**src/rtl/mem_arb_pkg.sv**
```systemverilog
`default_nettype none
// ============================================================================
//  Module      : mem_arb_pkg
//  Description : Shared types and constants for the IFU/LSU memory arbiter.
//                FSM state enum, requester id enum, RISC-V load/store funct3
//                encodings and the fixed funct3 used for instruction fetches.
//  Revision    : 1.0  initial release
// ============================================================================
package mem_arb_pkg;

    // Arbiter FSM states
    typedef enum logic [1:0] {
        IDLE   = 2'd0,
        ACCESS = 2'd1,
        RESP   = 2'd2
    } arb_state_t;

    // Requester identity
    typedef enum logic [0:0] {
        REQ_IFU = 1'b0,
        REQ_LSU = 1'b1
    } req_id_t;

    // RISC-V load funct3 encodings
    typedef enum logic [2:0] {
        LB  = 3'b000,
        LH  = 3'b001,
        LW  = 3'b010,
        LBU = 3'b100,
        LHU = 3'b101
    } f3Ld;

    // RISC-V store funct3 encodings
    typedef enum logic [2:0] {
        SB = 3'b000,
        SH = 3'b001,
        SW = 3'b010
    } f3St;

    // Instruction fetch is always a word load
    localparam logic [2:0] FETCH_FUNCT3 = LW;

endpackage : mem_arb_pkg
`default_nettype wire

```
**src/rtl/mem_align_chk.sv**
```systemverilog
`default_nettype none
// ============================================================================
//  Module      : mem_align_chk
//  Description : Combinational misalignment check for one requester.
//                Halfword accesses need addr[0]=0, word accesses need
//                addr[1:0]=0, byte accesses are always aligned. Any funct3
//                that is not a legal load/store encoding is flagged too.
//  Ports       : i_store    - 1 = store encoding, 0 = load encoding
//                i_funct3   - RISC-V load/store funct3
//                i_addr_lo  - byte address bits [1:0]
//                o_misalign - access must be rejected
//  Revision    : 1.0  initial release
// ============================================================================
module mem_align_chk
    import mem_arb_pkg::*;
(
    input  logic       i_store,
    input  logic [2:0] i_funct3,
    input  logic [1:0] i_addr_lo,
    output logic       o_misalign
);

    always_comb begin
        o_misalign = 1'b1;
        if (i_store) begin
            case (i_funct3)
                SB:      o_misalign = 1'b0;
                SH:      o_misalign = i_addr_lo[0];
                SW:      o_misalign = (i_addr_lo != 2'b00);
                default: o_misalign = 1'b1;
            endcase
        end else begin
            case (i_funct3)
                LB, LBU: o_misalign = 1'b0;
                LH, LHU: o_misalign = i_addr_lo[0];
                LW:      o_misalign = (i_addr_lo != 2'b00);
                default: o_misalign = 1'b1;
            endcase
        end
    end

endmodule : mem_align_chk
`default_nettype wire

```
**src/rtl/mem_arbiter.sv**
```systemverilog
`default_nettype none
// ============================================================================
//  Module      : mem_arbiter
//  Description : Shares the single-port RAM between the instruction fetch
//                unit (IFU) and the load/store unit (LSU). One access at a
//                time goes through IDLE -> ACCESS -> RESP; a new grant may be
//                issued in RESP, giving one access every two cycles.
//                Misaligned requests are answered with err and never reach
//                the RAM.
//  Config      : MEM_ARB_RR_EN defined   -> round-robin on simultaneous
//                                           requests
//                MEM_ARB_RR_EN undefined -> fixed priority, LSU over IFU
//  Ports       : clk, rst (asynchronous, active-low)
//                ifu_req/addr -> ifu_gnt, ifu_rvalid/rdata/err
//                lsu_req/store/funct3/addr/wdata -> lsu_gnt,
//                                                   lsu_rvalid/rdata/err
//                ram_funct3/load/store/addr/wdata -> RAM, ram_rdata <- RAM
//  Revision    : 1.0  initial release
// ============================================================================
module mem_arbiter
    import mem_arb_pkg::*;
(
    input  logic        clk,
    input  logic        rst,
    // instruction fetch port
    input  logic        ifu_req,
    input  logic [31:0] ifu_addr,
    output logic        ifu_gnt,
    output logic        ifu_rvalid,
    output logic [31:0] ifu_rdata,
    output logic        ifu_err,
    // load/store port
    input  logic        lsu_req,
    input  logic        lsu_store,
    input  logic [2:0]  lsu_funct3,
    input  logic [31:0] lsu_addr,
    input  logic [31:0] lsu_wdata,
    output logic        lsu_gnt,
    output logic        lsu_rvalid,
    output logic [31:0] lsu_rdata,
    output logic        lsu_err,
    // RAM port
    output logic [2:0]  ram_funct3,
    output logic        ram_load,
    output logic        ram_store,
    output logic [31:0] ram_addr,
    output logic [31:0] ram_wdata,
    input  logic [31:0] ram_rdata
);

    arb_state_t  r_state;
    arb_state_t  w_state_nxt;

    // latched request
    req_id_t     r_id;
    logic [2:0]  r_funct3;
    logic        r_store;
    logic        r_err;
    logic [31:0] r_addr;
    logic [31:0] r_wdata;

    // response register
    logic [31:0] r_rsp_data;
    logic        r_rsp_err;

    logic        w_ifu_mis;
    logic        w_lsu_mis;
    logic        w_can_grant;
    logic        w_ifu_gnt;
    logic        w_lsu_gnt;
    logic        w_any_gnt;
    logic        w_in_access;
    logic        w_in_resp;

    // ------------------------------------------------------------------------
    // Alignment checks
    // ------------------------------------------------------------------------
    mem_align_chk u_ifu_chk (
        .i_store    (1'b0),
        .i_funct3   (FETCH_FUNCT3),
        .i_addr_lo  (ifu_addr[1:0]),
        .o_misalign (w_ifu_mis)
    );

    mem_align_chk u_lsu_chk (
        .i_store    (lsu_store),
        .i_funct3   (lsu_funct3),
        .i_addr_lo  (lsu_addr[1:0]),
        .o_misalign (w_lsu_mis)
    );

    // ------------------------------------------------------------------------
    // Arbitration
    // ------------------------------------------------------------------------
`ifdef MEM_ARB_RR_EN
    // Requester served by the most recent grant; starts as IFU so that the
    // first contested grant goes to the LSU.
    req_id_t r_last;

    always_ff @(posedge clk or negedge rst) begin
        if (!rst) begin
            r_last <= REQ_IFU;
        end else if (w_lsu_gnt) begin
            r_last <= REQ_LSU;
        end else if (w_ifu_gnt) begin
            r_last <= REQ_IFU;
        end
    end
`endif

    // rst is included so that no grant escapes while reset is held
    assign w_can_grant = rst && ((r_state == IDLE) || (r_state == RESP));

    always_comb begin
        w_lsu_gnt = 1'b0;
        w_ifu_gnt = 1'b0;
        if (w_can_grant) begin
`ifdef MEM_ARB_RR_EN
            if (lsu_req && ifu_req) begin
                if (r_last == REQ_IFU) begin
                    w_lsu_gnt = 1'b1;
                end else begin
                    w_ifu_gnt = 1'b1;
                end
            end else begin
                w_lsu_gnt = lsu_req;
                w_ifu_gnt = ifu_req;
            end
`else
            w_lsu_gnt = lsu_req;
            w_ifu_gnt = ifu_req && !lsu_req;
`endif
        end
    end

    assign w_any_gnt = w_lsu_gnt || w_ifu_gnt;
    assign lsu_gnt   = w_lsu_gnt;
    assign ifu_gnt   = w_ifu_gnt;

    // ------------------------------------------------------------------------
    // FSM
    // ------------------------------------------------------------------------
    always_ff @(posedge clk or negedge rst) begin
        if (!rst) begin
            r_state <= IDLE;
        end else begin
            r_state <= w_state_nxt;
        end
    end

    always_comb begin
        w_state_nxt = r_state;
        case (r_state)
            IDLE:    w_state_nxt = w_any_gnt ? ACCESS : IDLE;
            ACCESS:  w_state_nxt = RESP;
            RESP:    w_state_nxt = w_any_gnt ? ACCESS : IDLE;
            default: w_state_nxt = IDLE;
        endcase
    end

    // ------------------------------------------------------------------------
    // Request latch and response capture
    // ------------------------------------------------------------------------
    always_ff @(posedge clk or negedge rst) begin
        if (!rst) begin
            r_id       <= REQ_IFU;
            r_funct3   <= 3'b000;
            r_store    <= 1'b0;
            r_err      <= 1'b0;
            r_addr     <= 32'h0;
            r_wdata    <= 32'h0;
            r_rsp_data <= 32'h0;
            r_rsp_err  <= 1'b0;
        end else begin
            if (w_lsu_gnt) begin
                r_id     <= REQ_LSU;
                r_funct3 <= lsu_funct3;
                r_store  <= lsu_store;
                r_err    <= w_lsu_mis;
                r_addr   <= lsu_addr;
                r_wdata  <= lsu_wdata;
            end else if (w_ifu_gnt) begin
                // fetches leave the write data register untouched
                r_id     <= REQ_IFU;
                r_funct3 <= FETCH_FUNCT3;
                r_store  <= 1'b0;
                r_err    <= w_ifu_mis;
                r_addr   <= ifu_addr;
            end
            if (r_state == ACCESS) begin
                r_rsp_data <= (r_store || r_err) ? 32'h0 : ram_rdata;
                r_rsp_err  <= r_err;
            end
        end
    end

    // ------------------------------------------------------------------------
    // Outputs
    // ------------------------------------------------------------------------
    assign w_in_access = (r_state == ACCESS);
    assign w_in_resp   = (r_state == RESP);

    // Strobes follow the asynchronously reset state, so a reset in ACCESS
    // removes ram_store before the committing edge.
    assign ram_load   = w_in_access && !r_store && !r_err;
    assign ram_store  = w_in_access &&  r_store && !r_err;
    assign ram_funct3 = r_funct3;
    assign ram_addr   = r_addr;
    assign ram_wdata  = r_wdata;

    assign ifu_rvalid = w_in_resp && (r_id == REQ_IFU);
    assign lsu_rvalid = w_in_resp && (r_id == REQ_LSU);
    assign ifu_rdata  = ifu_rvalid ? r_rsp_data : 32'h0;
    assign lsu_rdata  = lsu_rvalid ? r_rsp_data : 32'h0;
    assign ifu_err    = ifu_rvalid && r_rsp_err;
    assign lsu_err    = lsu_rvalid && r_rsp_err;

endmodule : mem_arbiter
`default_nettype wire

```
**config.mk**
```make
export PLATFORM = sky130hd
export DESIGN_NAME = mem_arbiter
export DESIGN_NICKNAME = d
export VERILOG_FILES = /design/src/rtl/mem_arb_pkg.sv /design/src/rtl/mem_align_chk.sv /design/src/rtl/mem_arbiter.sv
export SDC_FILE = /design/constraint.sdc
export NUM_CORES = 1
export LEC_CHECK = 0
export BUFFER_PORTS_ARGS = -buffer_cell sky130_fd_sc_hd__buf_2
export CAP_MARGIN = 20
export CORE_ASPECT_RATIO = 0.5
export CORE_MARGIN = 8
export CORE_UTILIZATION = 44
export DETAILED_ROUTE_END_ITERATION = 16
export PLACE_DENSITY = 0.84
export SYNTH_ARGS = -nofsm -noshare
export SYNTH_HDL_FRONTEND = slang
export SYNTH_HIERARCHICAL = 1
export SYNTH_SLANG_ARGS = --single-unit
```
**constraint.sdc**
```tcl
create_clock -name clk -period 2 [get_ports clk]
set_input_delay 0 -clock clk [delete_from_list [all_inputs] [get_ports clk]]
set_output_delay 0 -clock clk [all_outputs]
set_load 0.01 [all_outputs]
```
Word level (Yosys, flattened, before mapping):

Cells that the tools add are included.

* add/sub/neg operators: 0
* multiply operators: 0
* div/mod/pow operators: 0
* magnitude comparators: 0
* eq/ne operators: 6
* shift operators: 0
* muxes and demuxes: 19
* bitwise logic cells: 1
* reductions and logical operators: 24

Operator list (number)
* 2-to-1 mux 32 bit: 5
* logical AND 1 bit: 10
* 2-to-1 mux 1 bit: 9
* == test 3 bit (second input constant): 2
* 2-to-1 mux 3 bit: 2
* case mux 1 bit (3 select lines): 2
* nonzero test 2 bit: 3
* OR reduction 2 bit: 3
* case mux 2 bit (2 select lines): 1
* == test 3 x 1 -> 1 bit (second input constant): 1
* == test 3 x 2 -> 1 bit (second input constant): 1
* zero test 1 bit: 3
* zero test 3 bit: 1
* logical OR 1 bit: 3
* == test 2 x 1 -> 1 bit (second input constant): 1
* == test 2 bit (second input constant): 1
* zero test 2 bit: 1
* inverter 1 bit: 1

* register bits: 105
* latch bits: 0
* RAM bits: 0
* memory bits (read-only): 0
* bits of input ports: 136
* memories kept: 0

Longest topological paths before layout:

* word-level depth: 7
* mapped depth: 5

By module:

Netlist, hierarchy kept.

Modules (own cells, without submodules)
* mem_arbiter: times used 1, cells an instance 346, area an instance 4744.6 um^2
* mem_align_chk: times used 2, cells an instance 3, area an instance 31.3 um^2

Least setup slack after synthesis:

OpenSTA, ideal clock, no wires.

* path type: reg2reg
* from: register r_state[0]
* to: register r_err
* arrival: 1.290 ns
* required time: 1.875 ns
* setup slack: 0.585 ns
* cell stages (with the launch flop): 6
* cells stage by stage: dfrtp_1 -> nor2b_2 -> o21ai_4 -> inv_2 -> buf_6 -> mux2_2

* cells in the longest elaborated chain, start to end: 5

Ends and longest elaborated chain
* start: declaration: line mem_arbiter.sv:51 `arb_state_t r_state;`
* start signal: assignment: line mem_arbiter.sv:147 `r_state <= w_state_nxt;`
* == test 2 bit / zero test 2 bit (equally long branches): line mem_arbiter.sv:112 `assign w_can_grant = rst && ((r_state == IDLE) || (r_state == RESP));`
* logical OR 1 bit (*): line mem_arbiter.sv:112
* logical AND 1 bit (*): line mem_arbiter.sv:112
* 2-to-1 mux 1 bit: line mem_arbiter.sv:117 `if (w_can_grant) begin`
* 2-to-1 mux 1 bit / nonzero test 2 bit (equally long branches)
* end signal: assignment: line mem_arbiter.sv:179 `r_err <= w_lsu_mis;`
* end signal: assignment: line mem_arbiter.sv:187 `r_err <= w_ifu_mis;`
* end: declaration: line mem_arbiter.sv:58 `logic r_err;`

Every way passes the cells marked *; elsewhere a longest branch is shown, timed or not.
A chain may end at the register's enable or synchronous reset.

Worst setup path in the final report:

* from: register r_state[1]
* to: output ram_load

* cells in the longest elaborated chain, start to end: 3

Ends and longest elaborated chain
* == test 2 x 1 -> 1 bit: line mem_arbiter.sv:200 `assign w_in_access = (r_state == ACCESS);`
* logical AND 1 bit (2 in a row): line mem_arbiter.sv:205 `assign ram_load = w_in_access && !r_store && !r_err;`
* end: declaration: line mem_arbiter.sv:44 `output logic ram_load,`

No other way between the ends.

==> impl_metrics.tcl <==
set metrics [dict create \
    initial_utilization 0.445 \
    port_buffers 274 \
    cp-end-kind "output port" \
    crit_buf_inv 2 \
    firstDrtPassIters 4 \
    synth_top_cell_area_share 0.547 \
    combPwrFrac 0.243 \
    vias 4087 \
    routed_via_density 4.83 \
    syn_inst 352 \
    drive_gt1_frac 0.573 \
    die_height_um 89.9 \
    ys_types 26 \
    clock_power_share 0.291 \
    drv_cap 0 \
    cts_buffers 9 \
    wire_per_inst_um 17.8 \
    core_um2 10800 \
    routed_wl_um 15100 \
    crit_path_max_incr_delay_ns 0.38 \
    cts.path.max_buffers 2 \
    fill_cells 801 \
    status "finished clean" \
    ys_seq_elements 105 \
    cts.sinks 105 \
    switching_power_mw 1.65 \
    arrival_ns 1.84 \
    max_freq_mhz 542 \
    hold_path.class "in -> reg" \
    gp_congestion 0.762 \
    cp_max_fo 33 \
    antenna_found_initial 0 \
    die_area_um2 14700 \
    power.share.sequential 0.466 \
    area_growth_pct 52.0 \
    vdd_drop_max_mv 0.499 \
    grt_pass1_vias 4496 \
    cp-start-kind "register" \
    gr-usage-all-layers 0.200 \
    yosysWarnings 6 \
    tritoncts "done" \
    clkTransAtPathRegs_ns 0.07 \
    rsz0062_at_grt "no" \
    yosys-top-cells-area "dfrtp_1 (55%), mux2_2 (22%), and2_1 (8.6%)" \
    syn_area_per_cell_um2 13.7 \
    tns_ns 0 \
    layout_min_cycle_time_ns 1.84 \
    num_rows 27 \
    cpMaxStageDelayCell "dfrtp_1" \
    dieWidth_um 164 \
    cell_internal_pwr_mw 4.31 \
    seq_area_frac_synth 0.547 \
    ios 275 \
    syn_area_um2 4810 \
    layout_worst_path_cycle_share 0.922 \
    insertion_delay_ns 0.33 \
    worstPathRequired_ns 2.00 \
    grt_max_degree 69 \
    dpl.hpwl_um 11100 \
    drv_slew 0 \
    finClkSkew_ns 0.00429 \
    num_antenna_cells 0 \
    ant_nets 0 \
    max_slew_margin 0.597 \
    post_cts_buffers 0 \
    drt_iter0_drc 138 \
    overflow 0 \
    path_class "reg -> out" \
    swShare 0.276 \
    finish.net_count 832 \
    p_total_mw 5.96 \
    cts-root-buf "clkbuf_16" \
    tightestPinTransition_ns 0.605 \
    htreeDepth 3 \
    setup_viol 0 \
    worstPathCellList "nand2b_1 -> nor3_4 -> buf_4 -> buf_2" \
    utilization 0.676 \
    drc 0 \
    synth_area_leader_cell "dfrtp_1" \
    hold_viol_final 0 \
    grt_pass1_wl_um 23600 \
    crit_family "buffers and inverters" \
    leakagePower_nw 3.77 \
    powerDensity_nw_per_um2 815 \
]
==> routing by layer <==
metal  wire [um]  global-route usage
met5           0                   0
met4         417              0.0805
met3         751              0.0419
met2        8640               0.394
met1        5290               0.199
==> synthesized netlist by cell type <==
master and instances:
o22a_1 1, clkbuf_1 9, nor4_2 2, inv_2 1
mux2_1 5, nand2b_1 1, nand2_2 1, nor3_4 1
buf_4 5, nand2_1 2, and2_1 66, a221oi_2 2
nor3b_2 1, buf_6 6, a22o_1 35, nor2_1 3
conb_1 2, mux2_2 94, nor3b_1 1, nand3b_1 1
buf_2 3, and3b_1 1, nor2b_2 1, dfrtp_1 105
inv_1 2, o21ai_4 1
==> path summary, 6_finish.rpt <==
| path | slack, ns | cells after the start | endpoint | startpoint |
|---|---|---|---|---|
| setup / recovery | 0.16 | 4 | ram_load | r_state[1] |
| hold / removal | 0.02 | 3 | ram_addr[12] | lsu_addr[12] |
| setup reg to reg | 0.32 | 5 | ram_addr[23] | r_state[0] |
| hold reg to reg | 0.50 | 1 | ram_funct3[2] | ram_funct3[2] |
| max in group asynchronous | 1.24 | 3 | ram_addr[23] | rst |
| min in group asynchronous | 0.31 | 3 | ram_wdata[14] | rst |
==> layout by cell type (no fill, tap or decap), types with 2 or more instances in the layout <==
cell and n:
nor2_1 3, clkinv_2 2, a221oi_2 2, and2_1 66
nor4_2 2, clkbuf_16 9, nand2_1 2, dfrtp_1 105
inv_1 2, dlygate4sd3_1 69, buf_12 2, buf_4 7
mux2_1 5, conb_1 6, mux2_2 94, clkinvlp_4 2
buf_2 273, a22o_1 35
==> registers in the layout, indices dropped and copies added (netlist names) <==
name / flops
r_state: 2
r_store: 1
r_id: 1
r_rsp_data: 32
ram_addr: 32
ram_wdata: 32
r_rsp_err: 1
ram_funct3: 3
r_err: 1
==> what timing repair did <==
action / CTS / global route
gates resized for setup: 0 / 1
endpoints found under the setup margin: 0 / 1
endpoints found under the hold margin: 173 / 0
hold buffers: 69 / 0
==> power by group through the flow <==
stage | logic [mW] | clock network, mW | registers [mW]
finish | 1.45 | 1.73 | 2.78
global route | 1.55 | 1.87 | 2.83
CTS | 1.46 | 1.78 | 2.77
detailed placement | 1.35 | 0 | 2.81
global placement | 1.30 | 0 | 2.78
floorplan | 0.590 | 0 | 2.88
==> cell type report <==
type | count | area [um2] | area share
well taps | 145 | 181 | 0.0248
clock inverters | 5 | 55.1 | 0.00753
inverters | 3 | 11.3 | 0.00154
flip-flops and latches | 105 | 2630 | 0.360
clock buffers | 11 | 243 | 0.0332
repair buffers | 352 | 2160 | 0.296
multi-input cells | 225 | 2030 | 0.278
==> worst register-to-register path, cell delays in order, from the launching register on <==
cell and delay, ns:
dfrtp_1 0.43, nor2b_2 0.21, o21ai_4 0.10, inv_2 0.25, buf_12 0.22, mux2_2 0.36
==> cell families after synthesis <==
| family | count (synthesis) | synth area share |
|---|---|---|
| other | 2 | 0.00156 |
| AND/OR/NAND/NOR | 81 | 0.110 |
| multiplexers | 99 | 0.232 |
| flip-flops | 105 | 0.547 |
| AO/OA/AOI/OAI | 39 | 0.0752 |
| buffers and inverters | 26 | 0.0344 |
==> metrics by stage <==
stage	hold slack [ns]	cells	area (um2)	worst slack [ns]
2_1_floorplan	-0.296	356	4820	0.585
3_3_place_gp	0.109	761	6320	0.376
3_5_place_dp	0.118	761	6320	0.333
4_1_cts	0.0177	846	7300	0.103
5_1_grt	0.0193	846	7310	0.0574
6_report	0.0249	846	7310	0.157
Note: power is estimated with default switching activity, not from simulation.
